### config.mk
export PLATFORM = sky130hd
export DESIGN_NAME = vote_capture
export DESIGN_NICKNAME = d
export VERILOG_FILES = /design/src/rtl/vote_pkg.sv /design/src/rtl/sync_2ff.sv /design/src/rtl/vote_capture.sv
export SDC_FILE = /design/constraint.sdc
export NUM_CORES = 1
export LEC_CHECK = 0
export CAP_MARGIN = 40
export CORE_MARGIN = 2
export CORE_UTILIZATION = 36
export CTS_CLUSTER_SIZE = 10
export DETAILED_ROUTE_END_ITERATION = 8
export PLACE_DENSITY = 0.57
export SLEW_MARGIN = 15
export SYNTH_ARGS = -nofsm -noshare
export SYNTH_HDL_FRONTEND = slang
export SYNTH_SLANG_ARGS = --single-unit
### constraint.sdc
create_clock -name clk -period 15.45 [get_ports clk]
set_clock_uncertainty 0.1 [all_clocks]
set_input_delay 1.545 -clock clk [delete_from_list [all_inputs] [get_ports clk]]
set_output_delay 1.545 -clock clk [all_outputs]
set_load 0.02 [all_outputs]
### src/rtl/vote_pkg.sv
// Shared vote-path definitions: FSM encoding, board constants and the
// one-hot ballot decoder used by the capture and tally logic.
package vote_pkg;

    localparam int N_CAND = 16;
    localparam int CAND_W = 4;

    typedef enum logic [2:0] {
        IDLE    = 3'd0,
        PRESS   = 3'd1,
        CHECK   = 3'd2,
        VALID   = 3'd3,
        RELEASE = 3'd4
    } state_e;

    typedef struct packed {
        logic              ok;
        logic [CAND_W-1:0] idx;
    } ballot_t;

    // ok is set only when exactly one switch is up; idx is its position.
    function automatic ballot_t decode_ballot(input logic [N_CAND-1:0] b);
        ballot_t r;
        int      n;
        r = '0;
        n = 0;
        for (int i = 0; i < N_CAND; i++) begin
            if (b[i]) begin
                n     = n + 1;
                r.idx = CAND_W'(i);
            end
        end
        r.ok = (n == 1);
        return r;
    endfunction

endpackage

### src/rtl/sync_2ff.sv
// Two-flop synchronizer for asynchronous board inputs; each bit is
// synchronized independently.
module sync_2ff #(
    parameter int W = 1
) (
    input  logic         clk,
    input  logic         rst_n,
    input  logic [W-1:0] d_i,
    output logic [W-1:0] q_o
);

    logic [W-1:0] meta_q;
    logic [W-1:0] sync_q;

    always_ff @(posedge clk) begin
        if (!rst_n) begin
            meta_q <= '0;
            sync_q <= '0;
        end else begin
            meta_q <= d_i;
            sync_q <= meta_q;
        end
    end

    assign q_o = sync_q;

endmodule

### src/rtl/vote_capture.sv
// Turns the raw candidate switches and cast button into one debounced,
// validated vote transaction per press, offered over valid/ready.
module vote_capture
    import vote_pkg::*;
#(
    parameter int DEBOUNCE_CYCLES = 1000000
) (
    input  logic              clk,
    input  logic              rst_n,
    input  logic              enable,
    input  logic [N_CAND-1:0] sw,
    input  logic              btn_cast,
    output logic              vote_valid,
    output logic [CAND_W-1:0] vote_cand,
    input  logic              vote_ready,
    output logic              vote_err,
    output logic              busy
);

    localparam int              CNT_W    = $clog2(DEBOUNCE_CYCLES) + 1;
    localparam logic [CNT_W-1:0] CNT_LAST = CNT_W'(DEBOUNCE_CYCLES - 1);
    localparam logic [CNT_W-1:0] CNT_MAX  = '1;

    logic [N_CAND-1:0] sw_s;
    logic              btn_s;

    sync_2ff #(.W(N_CAND)) u_sync_sw (
        .clk   (clk),
        .rst_n (rst_n),
        .d_i   (sw),
        .q_o   (sw_s)
    );

    sync_2ff #(.W(1)) u_sync_btn (
        .clk   (clk),
        .rst_n (rst_n),
        .d_i   (btn_cast),
        .q_o   (btn_s)
    );

    state_e            state_q;
    logic [CNT_W-1:0]  cnt_q;
    logic [N_CAND-1:0] ballot_q;
    logic              valid_q;
    logic [CAND_W-1:0] cand_q;
    logic              err_q;
    logic              busy_q;
    ballot_t           dec;

    assign dec = decode_ballot(ballot_q);

    always_ff @(posedge clk) begin
        if (!rst_n) begin
            state_q  <= IDLE;
            cnt_q    <= '0;
            ballot_q <= '0;
            valid_q  <= 1'b0;
            cand_q   <= '0;
            err_q    <= 1'b0;
            busy_q   <= 1'b0;
        end else begin
            err_q <= 1'b0;
            case (state_q)
                IDLE: begin
                    if (enable && btn_s) begin
                        cnt_q   <= '0;
                        state_q <= PRESS;
                        busy_q  <= 1'b1;
                    end
                end
                PRESS: begin
                    if (!btn_s || !enable) begin
                        state_q <= IDLE;
                        busy_q  <= 1'b0;
                    end else if (cnt_q == CNT_LAST) begin
                        ballot_q <= sw_s;
                        state_q  <= CHECK;
                    end else begin
                        cnt_q <= cnt_q + 1'b1;
                    end
                end
                CHECK: begin
                    if (dec.ok) begin
                        cand_q  <= dec.idx;
                        valid_q <= 1'b1;
                        state_q <= VALID;
                    end else begin
                        err_q   <= 1'b1;
                        cnt_q   <= '0;
                        state_q <= RELEASE;
                    end
                end
                VALID: begin
                    // Committed vote: enable no longer matters here.
                    if (vote_ready) begin
                        valid_q <= 1'b0;
                        cnt_q   <= '0;
                        state_q <= RELEASE;
                    end
                end
                RELEASE: begin
                    if (btn_s) begin
                        cnt_q <= '0;
                    end else if (cnt_q == CNT_LAST) begin
                        state_q <= IDLE;
                        busy_q  <= 1'b0;
                    end else if (cnt_q != CNT_MAX) begin
                        cnt_q <= cnt_q + 1'b1;
                    end
                end
                default: begin
                    state_q <= IDLE;
                    busy_q  <= 1'b0;
                end
            endcase
        end
    end

    assign vote_valid = valid_q;
    assign vote_cand  = cand_q;
    assign vote_err   = err_q;
    assign busy       = busy_q;

endmodule
### After elaboration in Yosys (flattened, before gate mapping)

Index checks and enable logic that the tools add are counted.

| word-level totals | value |
|---|---|
| register bits | 81 |
| word-level logic and storage cells | 120 |
| output and inout bits | 7 |
| input bits | 21 |

| operators by class | value |
|---|---|
| multiplexer cells | 57 |
| bitwise operators | 2 |
| reductions and logical operators | 15 |
| equality and inequality tests | 19 |
| add/subtract/negate cells | 16 |

Operators with widths:

| cell | count |
|---|---|
| $add A32 B2 Y32 const B | 15 |
| $mux W32 | 15 |
| $mux W21 | 8 |
| $pmux W21 S5 | 1 |
| $mux W4 | 14 |
| $eq A32 B2 Y1 const B | 1 |
| $add A21 B1 Y21 const B | 1 |
| $eq A21 B20 Y1 const B | 1 |
| $mux W3 | 7 |
| $ne A21 B21 Y1 const B | 1 |
| $ne A2 B2 Y1 const B | 9 |
| $pmux W3 S5 | 1 |
| $reduce_and A5 Y1 | 2 |
| $mux W1 | 9 |
| $reduce_and A8 Y1 | 1 |
| $eq A3 B2 Y1 const B | 2 |
| $ne A3 B2 Y1 const B | 2 |
| $reduce_and A3 Y1 | 2 |
| $reduce_bool A5 Y1 | 1 |
| $pmux W1 S4 | 1 |
| $reduce_and A2 Y1 | 2 |
| $eq A3 B1 Y1 const B | 1 |
| $eq A3 B3 Y1 const B | 1 |
| $logic_not A3 Y1 | 1 |
| other kinds (8) | 10 |

### Longest topological paths before layout

Gate-level depths: netlist of the first run.

| depth | value |
|---|---|
| word-level depth | 34 |
| gate-level depth with buffers | 56 |
| depth with buffers taken out | 54 |

### Hierarchy

From an unflattened synthesis of the first run, not the netlist that was laid out.

| unflattened totals | value |
|---|---|
| cells, all modules | 625 |
| area total of the unflattened synthesis | 5271.3 um^2 |

By module, submodules not included:

| module | seq. area each (um^2) | area each (um^2) | cells each | times used |
|---|---|---|---|---|
| vote_capture | 940.9 | 4322.9 | 554 | 1 |
| sync_2ff at u_sync_sw | 640.6 | 895.9 | 67 | 1 |
| sync_2ff at u_sync_btn | 40.0 | 52.6 | 4 | 1 |

### Worst setup path after synthesis of the first run

OpenSTA, ideal clock, no wires.

| timing | value |
|---|---|
| kind | register to register |
| from | register ballot_q[0] |
| to | register cnt_q[0] |
| slack | 5265 ps |
| cell stages (with the launch flop) | 53 |
| path buffers | 0 |
| library setup time | 78 ps |
| data arrival time | 10007 ps |
| period minus slack after synthesis | 10185 ps |
| data required time | 15272 ps |
| cells stage by stage | dfxtp_1 -> inv_1 -> ha_1 -> xor2_1 -> ha_1 -> nand2_1 -> o31ai_1 -> ha_1 -> mux2_2 -> ha_1 -> o22ai_1 -> or2_2 -> inv_1 -> ha_1 -> nand2_1 -> o21ai_0 -> ha_1 -> nand2b_1 -> [17 not listed] -> nand2_1 -> nand2_1 -> ha_1 -> nor2_1 -> a31oi_1 -> ha_1 -> nor2b_1 -> nor2_1 -> ha_1 -> mux2_4 -> o22ai_2 -> a31oi_1 -> a211o_1 -> a31oi_1 -> o311ai_2 -> or4b_1 -> and3_1 -> nor3_1 |

| on the way | value |
|---|---|
| word-level cells in the longest chain between the ends | 34 |

RTL lines:

| item | RTL line | text |
|---|---|---|
| start, declared | vote_capture.sv:43 | `logic [N_CAND-1:0] ballot_q;` |
| start signal, assigned | vote_capture.sv:76 | `ballot_q <= sw_s;` |
| $mux W1 (*) | vote_pkg.sv:28 | `if (b[i]) begin` |
| $add A32 B2 Y32 | vote_pkg.sv:29 | `n = n + 1;` |
| $mux W32 (*) | vote_pkg.sv:28 |  |
| $add A32 B2 Y32 | vote_pkg.sv:29 |  |
| $mux W32 (*) | vote_pkg.sv:28 |  |
| $add A32 B2 Y32 | vote_pkg.sv:29 |  |
| $mux W32 (*) | vote_pkg.sv:28 |  |
| $add A32 B2 Y32 | vote_pkg.sv:29 |  |
| [18 not listed] | - |  |
| $mux W32 (*) | vote_pkg.sv:28 |  |
| $add A32 B2 Y32 | vote_pkg.sv:29 |  |
| $mux W32 (*) | vote_pkg.sv:28 |  |
| $add A32 B2 Y32 | vote_pkg.sv:29 |  |
| $mux W32 (*) | vote_pkg.sv:28 |  |
| $eq A32 B2 Y1 (*) | vote_pkg.sv:33 | `r.ok = (n == 1);` |
| $ne A2 B2 Y1 (no source line) (*) | - |  |
| $reduce_and A8 Y1 (no source line) (*) | - |  |
| end signal, assigned | vote_capture.sv:79 | `cnt_q <= cnt_q + 1'b1;` |
| end signal, assigned | vote_capture.sv:108 | `cnt_q <= cnt_q + 1'b1;` |
| end, declared | vote_capture.sv:42 | `logic [CNT_W-1:0] cnt_q;` |

Mark *: on every way between the ends. The rest lies on a longest branch, timed or not.
A chain may end at the register's enable or synchronous reset.

### Final worst setup path of the first run

| timing | value |
|---|---|
| from | register ballot_q[1] |
| to | register cnt_q[0] |

| on the way | value |
|---|---|
| word-level cells in the longest chain between the ends | 32 |

RTL lines:

| item | RTL line |
|---|---|
| $mux W32 (*) | vote_pkg.sv:28 |
| $add A32 B2 Y32 | vote_pkg.sv:29 |
| $mux W32 (*) | vote_pkg.sv:28 |
| $add A32 B2 Y32 | vote_pkg.sv:29 |
| $mux W32 (*) | vote_pkg.sv:28 |
| $add A32 B2 Y32 | vote_pkg.sv:29 |
| $mux W32 (*) | vote_pkg.sv:28 |
| $add A32 B2 Y32 | vote_pkg.sv:29 |
| [16 not listed] | - |
| $mux W32 (*) | vote_pkg.sv:28 |
| $add A32 B2 Y32 | vote_pkg.sv:29 |
| $mux W32 (*) | vote_pkg.sv:28 |
| $add A32 B2 Y32 | vote_pkg.sv:29 |
| $mux W32 (*) | vote_pkg.sv:28 |
| $eq A32 B2 Y1 (*) | vote_pkg.sv:33 |
| $ne A2 B2 Y1 (no source line) (*) | - |
| $reduce_and A8 Y1 (no source line) (*) | - |

Marks and branches as above.

==> results of run 1 <==
## registers in the layout, indices dropped and copies added (netlist names)
signal             flops
u_sync_btn.meta_q      1
u_sync_sw.meta_q      16
vote_valid             1
state_q                3
vote_err               1
cnt_q                 21
u_sync_btn.q_o         1
ballot_q              16
busy                   1
vote_cand              4
u_sync_sw.q_o         16
## worst max-delay path: cells and delay by family, from the launching register on
kind | cells | cell delay [ns]
mux | 3 | 0.85
flops | 1 | 0.36
buf+inv | 5 | 0.61
simple gates | 14 | 1.99
fa+ha+maj | 14 | 4.26
compound gates | 16 | 2.99
xor+xnor | 1 | 0.18
## kinds of logic after synthesis
logic type,after synthesis,synth area share
simple gates,264,0.2740
compound gates,139,0.1800
flops,81,0.2960
buf+inv,65,0.04978
xor+xnor,43,0.1032
mux,31,0.06051
fa+ha+maj,16,0.03654
## worst max path at each step
| stage | from | endpoint | slack [ns] | cells after the start |
|---|---|---|---|---|
| after floorplan | ballot_q[0] | cnt_q[0] | 5.27 | 52 |
| after global placement | ballot_q[0] | cnt_q[0] | 4.60 | 53 |
| after detailed placement | ballot_q[1] | cnt_q[0] | 4.14 | 53 |
| after CTS | ballot_q[0] | cnt_q[0] | 4.07 | 53 |
| after global routing | ballot_q[1] | cnt_q[0] | 3.20 | 53 |
| final | ballot_q[1] | cnt_q[0] | 4.03 | 53 |
## power groups by stage
stage,registers (W),logic [W],clock network [W]
3_5_place_dp,0.000221,0.0000241,0
2_1_floorplan,0.000219,0.0000162,0
3_3_place_gp,0.000220,0.0000235,0
5_1_grt,0.000216,0.0000271,0.000228
4_1_cts,0.000216,0.0000243,0.000219
6_report,0.000216,0.0000241,0.000214
## metal layers
| metal | GRT usage | wire length, µm | vias to the layer above |
|---|---|---|---|
| met4 | 0.04848 | 158 | 0 |
| li1 | - | - | 2319 |
| met1 | 0.2082 | 6033 | 2115 |
| met2 | 0.2567 | 5631 | 69 |
| met5 | 0 | 0 | - |
| met3 | 0.02136 | 256 | 12 |
## layout by cell type (no fill, tap or decap), types with 5 or more instances in the layout
cell	synthesis	final
nor2_1	47	47
and3_1	19	19
clkbuf_16	0	9
nand3_1	18	18
o311ai_0	6	6
nor3_1	9	9
o211a_1	5	5
o311ai_1	9	9
inv_1	28	28
or4_1	5	5
o211ai_1	8	8
nand2b_1	9	9
xnor2_1	18	18
xor2_1	12	12
nand2_1	38	38
nand3b_1	16	16
o21ai_0	40	40
mux2i_1	26	26
dfxtp_1	81	81
nor2b_1	26	26
a21oi_1	20	20
clkdlybuf4s50_1	0	26
nand4_1	5	5
o31ai_1	5	5
nor4_1	9	9
a31oi_1	6	6
and2_1	41	41
ha_1	16	16
## through the flow
step	hold slack (ns)	util	setup WS, ns
floorplan	0.3119	-	5.265
global placement	0.3164	0.3881	4.596
detailed placement	0.3169	0.3891	4.138
CTS	0.3319	0.4094	4.074
global route	0.3443	0.4094	3.200
finish	0.3307	0.4094	4.033
## layout make-up
class                      count  share of cell area
clock buffer                  10             0.03720
clock inverter                 6             0.01240
inverter                      28             0.01708
multi-input combinational    493              0.5824
sequential                    81              0.2635
tap                          188             0.03822
timing repair buffer          31             0.04920
==> flow_metrics.py, run 1 <==
metrics = {
    "worst_setup_path": {
        "crit_fanout": 31,
        "r2r-start": "ballot_q[1]",
        "crit_top_cell": "ha_1",
        "crit_arrival_ns": 11.57,
        "crit_path_end_kind": "flop",
        "r2r_slack_ns": 4.03,
        "cp.required_ns": 15.61,
        "cp-start-kind": "flop",
        "crit_slowest_cell": "ha_1",
        "slowest_delay_ns": 0.38,
        "crit_type": "flop to flop",
        "r2r_cells": 53,
        "regToRegEndpoint": "cnt_q[0]",
    },
    "timing": {
        "slew_headroom": 0.4947,
        "worst_pin_slew_ns": 0.7580,
        "finalHoldViolations": 0,
        "max_freq_mhz": 87.59,
        "finalCritPeriodShare": 0.7390,
        "slew_violations": 0,
        "finalSetupViolations": 0,
        "min_period_ns": 11.42,
        "tns_ns": 0,
        "rsz0062_at_grt": "no",
    },
    "detailed_routing": {
        "wl_um": 12080,
        "dr_total_vias": 4515,
        "drcViolationCount": 0,
        "drtIter0Drc": 280,
        "dr.pass1.iters": 5,
        "wire_per_inst_um": 14.43,
        "detail-route-antenna-nets": 0,
        "via_per_inst": 5.394,
    },
    "grt": {
        "globalRouteOverflowTotal": 0,
        "grt_max_degree": 95,
        "grt_usage": 0.1544,
        "antenna_found_initial": 0,
        "grt_pass1_vias": 4216,
        "grt_pass1_wl_um": 20560,
    },
    "pwr": {
        "powerDensity_nw_per_um2": 73.73,
        "p_sw_w": 0.0001011,
        "p_seq_frac": 0.476,
        "combPwrFrac": 0.053,
        "peakVddDrop_v": 0.00005624,
        "p_sw_frac": 0.2227,
        "internal_power_w": 0.0003527,
        "total_leakage_power_nw": 2.403,
        "clock_power_share": 0.471,
        "total_power_w": 0.0004538,
    },
    "synthesis": {
        "synth_area_per_cell_um2": 8.574,
        "yosys.cell_types.count": 84,
        "ys_seq_area_frac": 0.2960,
        "yosysMostFrequentCell": "dfxtp_1",
        "synth_seq_cells": 81,
        "synth_common_cells": "dfxtp_1, nor2_1, and2_1",
        "yosysTopAreaCellShare": 0.2960,
        "synth_nets": 676,
        "yosys_warnings": 0,
        "synth_edf_count": 0,
        "synthArstFlopShare": 0,
        "synth_area_leaders": "dfxtp_1, mux2i_1, and2_1, ha_1, o21ai_0",
        "syn_area_um2": 5479,
        "syn_inst": 639,
        "ys.flop_type": "dfxtp_1",
        "synth_top_cell_by_area": "dfxtp_1",
    },
    "placement": {
        "gp_congestion": 0.8304,
        "placed_cells": 821,
        "postPlaceCellArea_um2": 5849,
        "port_buffers": 27,
        "place.detailed.hpwl_um": 8874,
    },
    "cts": {
        "htree_num_levels": 3,
        "worst_skew_pair.late_latency_ns": 0.33,
        "clockRootBuffer": "clkbuf_16",
        "cts_tree": "done",
        "cts_inserted_buffers": 9,
        "clkSinkCount": 81,
        "ctsLongestPathBuffers": 2,
        "cts_setup_buffers": 0,
        "cts_hold_buf": 0,
        "cts-resized-gates": 0,
        "clk_pin_slew_ns": 0.06,
    },
    "floorplan": {
        "floorplan.initialDensity": 0.3645,
        "rows": 45,
        "dieWidth_um": 127.4,
        "core_region_area_um2": 15030,
        "ios": 28,
        "die_area_um2": 16220,
        "die_height_um": 127.4,
    },
    "hold_path": {
        "hold_end": "u_sync_sw.q_o[8]",
        "worstHoldStart": "u_sync_sw.meta_q[8]",
        "holdCritPathClass": "flop to flop",
        "hold_path_depth": 1,
    },
    "final_layout": {
        "multi_input_area_um2": 3585,
        "fillerInstances": 1448,
        "postLayoutCellArea_um2": 6155,
        "antenna_cells": 0,
        "layout.cells.non_filler": 837,
        "seq_area_um2": 1622,
        "layout.nets": 681,
        "drive_gt1_frac": 0.08012,
        "syn2layout_area_growth_pct": 12.33,
    },
    "job": {
        "cap_violations": 0,
    },
    "outcome": {
        "status": "finished, final reports clean",
    },
}
(Power assumes the default switching activity.)
==> run 2, diff against run 1 <==
clock period = 11.19 ns   (was 15.45 ns; I/O delays follow)
==> flow_metrics.py, run 2 (synthesis gave the netlist of run 1 again) <==
metrics = {
    "outcome": {
        "status": "finished, final reports clean",
    },
    "worst_setup_path": {
        "crit_slowest_cell": "ha_1",
        "slowest_delay_ns": 0.36,
        "crit_fanout": 13,
        "crit_type": "flop to flop",
        "cp.required_ns": 11.35,
        "crit_top_cell": "ha_1",
        "crit_path_end_kind": "flop",
        "crit_arrival_ns": 10.78,
        "cp-start-kind": "flop",
    },
    "cts": {
        "clockRootBuffer": "clkbuf_16",
        "clk_pin_slew_ns": 0.06,
        "cts_inserted_buffers": 9,
        "cts_tree": "done",
        "ctsLongestPathBuffers": 2,
        "clkSinkCount": 81,
        "htree_num_levels": 3,
        "worst_skew_pair.late_latency_ns": 0.33,
    },
    "final_layout": {
        "drive_gt1_frac": 0.1293,
        "layout_common_cells": "dfxtp_1, nor2_1, and2_1",
        "top_register": "cnt_q",
        "largest_register_ff_count": 21,
        "seq_area_um2": 1624,
        "multi_input_area_um2": 3692,
        "syn2layout_area_growth_pct": 16.10,
        "fillerInstances": 1459,
        "layout.cells.non_filler": 853,
        "layout.nets": 697,
        "fin_util": 0.4231,
        "final_common_cell": "dfxtp_1",
        "antenna_cells": 0,
    },
    "detailed_routing": {
        "wl_met3_um": 396,
        "dr_total_vias": 4679,
        "met2WireLength_um": 5877,
        "dr.pass1.iters": 4,
        "drcViolationCount": 0,
        "detail-route-antenna-nets": 0,
        "via_per_inst": 5.485,
        "wl_um": 12630,
        "routed.top_layer": "met4",
        "drt-met1-wl_um": 6169,
        "wire_per_inst_um": 14.80,
        "drtIter0Drc": 267,
    },
    "grt": {
        "grt_pass1_vias": 4386,
        "grt_max_degree": 96,
        "antenna_found_initial": 0,
        "grt_usage": 0.1562,
        "globalRouteOverflowTotal": 0,
        "grt_pass1_wl_um": 21000,
    },
    "floorplan": {
        "core_region_area_um2": 15030,
        "die_area_um2": 16220,
        "dieWidth_um": 127.4,
        "ios": 28,
        "floorplan.initialDensity": 0.3645,
        "rows": 45,
        "die_height_um": 127.4,
    },
    "timing": {
        "worst_pin_slew_ns": 0.7568,
        "finalHoldViolations": 0,
        "tns_ns": 0,
        "finalCritPeriodShare": 0.9490,
        "max_freq_mhz": 94.16,
        "slew_headroom": 0.4955,
        "finalSetupViolations": 0,
        "setup_ws_ns": 0.5703,
        "slew_violations": 0,
        "min_period_ns": 10.62,
    },
    "pwr": {
        "total_leakage_power_nw": 2.482,
        "powerDensity_nw_per_um2": 94.33,
        "total_power_w": 0.0006001,
        "peakVddDrop_v": 0.00008924,
    },
    "placement": {
        "place.detailed.hpwl_um": 8779,
        "placed_cells": 821,
        "pre_cts_ws_ns": -0.1486,
        "gp_congestion": 0.8428,
        "port_buffers": 27,
    },
    "hold_path": {
        "holdCritPathClass": "flop to flop",
    },
    "job": {
        "cap_violations": 0,
    },
}
-- run 2: cell types whose count changed in the layout (fill, tap and decap cells not counted), sizes merged --
cell / change
bufinv: -1
clkinvlp: +1
clkbuf: -1
clkinv: +1
buf: +16
-- run 2: metrics by stage --
step           cell area, µm²  hold WS [ns]
2_1_floorplan            5479        0.3119
6_report                 6361        0.3310
4_1_cts                  6151        0.3323
3_3_place_gp             5834        0.3149
5_1_grt                  6361        0.3460
3_5_place_dp             5849        0.3169
-- run 2: cell type report --
class	count	area share
multi-input cells	493	0.5804
flip-flops and latches	81	0.2553
repair buffers	47	0.06707
well taps	188	0.03698
clock buffers	9	0.03541
inverters	28	0.01652
clock inverters	7	0.008261
-- run 2: worst paths after layout --
kind                            cells past startpoint  slack (ns)           startpoint                to
worst max register to register                     55        0.57          ballot_q[0]         cnt_q[20]
worst min register to register                      1        0.33  u_sync_sw.meta_q[8]  u_sync_sw.q_o[8]
worst max-delay path                               55        0.57          ballot_q[0]         cnt_q[20]
worst min-delay path                                1        0.33  u_sync_sw.meta_q[8]  u_sync_sw.q_o[8]
-- run 2: routing by layer --
metal / vias to the layer above / global-route usage
li1: 2350 / -
met5: - / 0
met2: 88 / 0.2454
met3: 14 / 0.02303
met4: 0 / 0.05624
met1: 2227 / 0.2184
-- run 2: worst max-delay path, delay by kind of cell, from the launching register on --
family                     cells  cell delay, ns
and+or+nand+nor               14            1.96
DFF                            1            0.35
buffers and inverters          6            0.66
xor gates and xnor gates       1            0.15
AOI/OAI and AO/OA             16            2.31
muxes                          4            1.03
adders and majority gates     14            3.98
-- run 2: report_power, final --
part           switching, W  total (W)  internal (W)
Sequential       0.00000306   0.000298      0.000295
Clock              0.000118   0.000269      0.000152
Combinational     0.0000171  0.0000330     0.0000159
-- run 2: repair_timing --
action / in CTS / in global routing
pin swaps: 1 / 6
resized for setup: 4 / 22
hold buffers: 0 / 0
setup buffers: 0 / 15
setup endpoints to repair: 26 / 30
gates cloned: 1 / 0
==> run 3, diff against run 2 <==
==> constraint.sdc (replaced) <==
create_clock -name clk -period 11.19 [get_ports clk]
set_clock_uncertainty 0.1 [all_clocks]
set_input_delay 3.357 -clock clk [delete_from_list [all_inputs] [get_ports clk]]
set_output_delay 3.357 -clock clk [all_outputs]
set_load 0.02 [all_outputs]
==> results of run 3 <==
No change in the layout: final DEF, timing and power equal those of run 2.
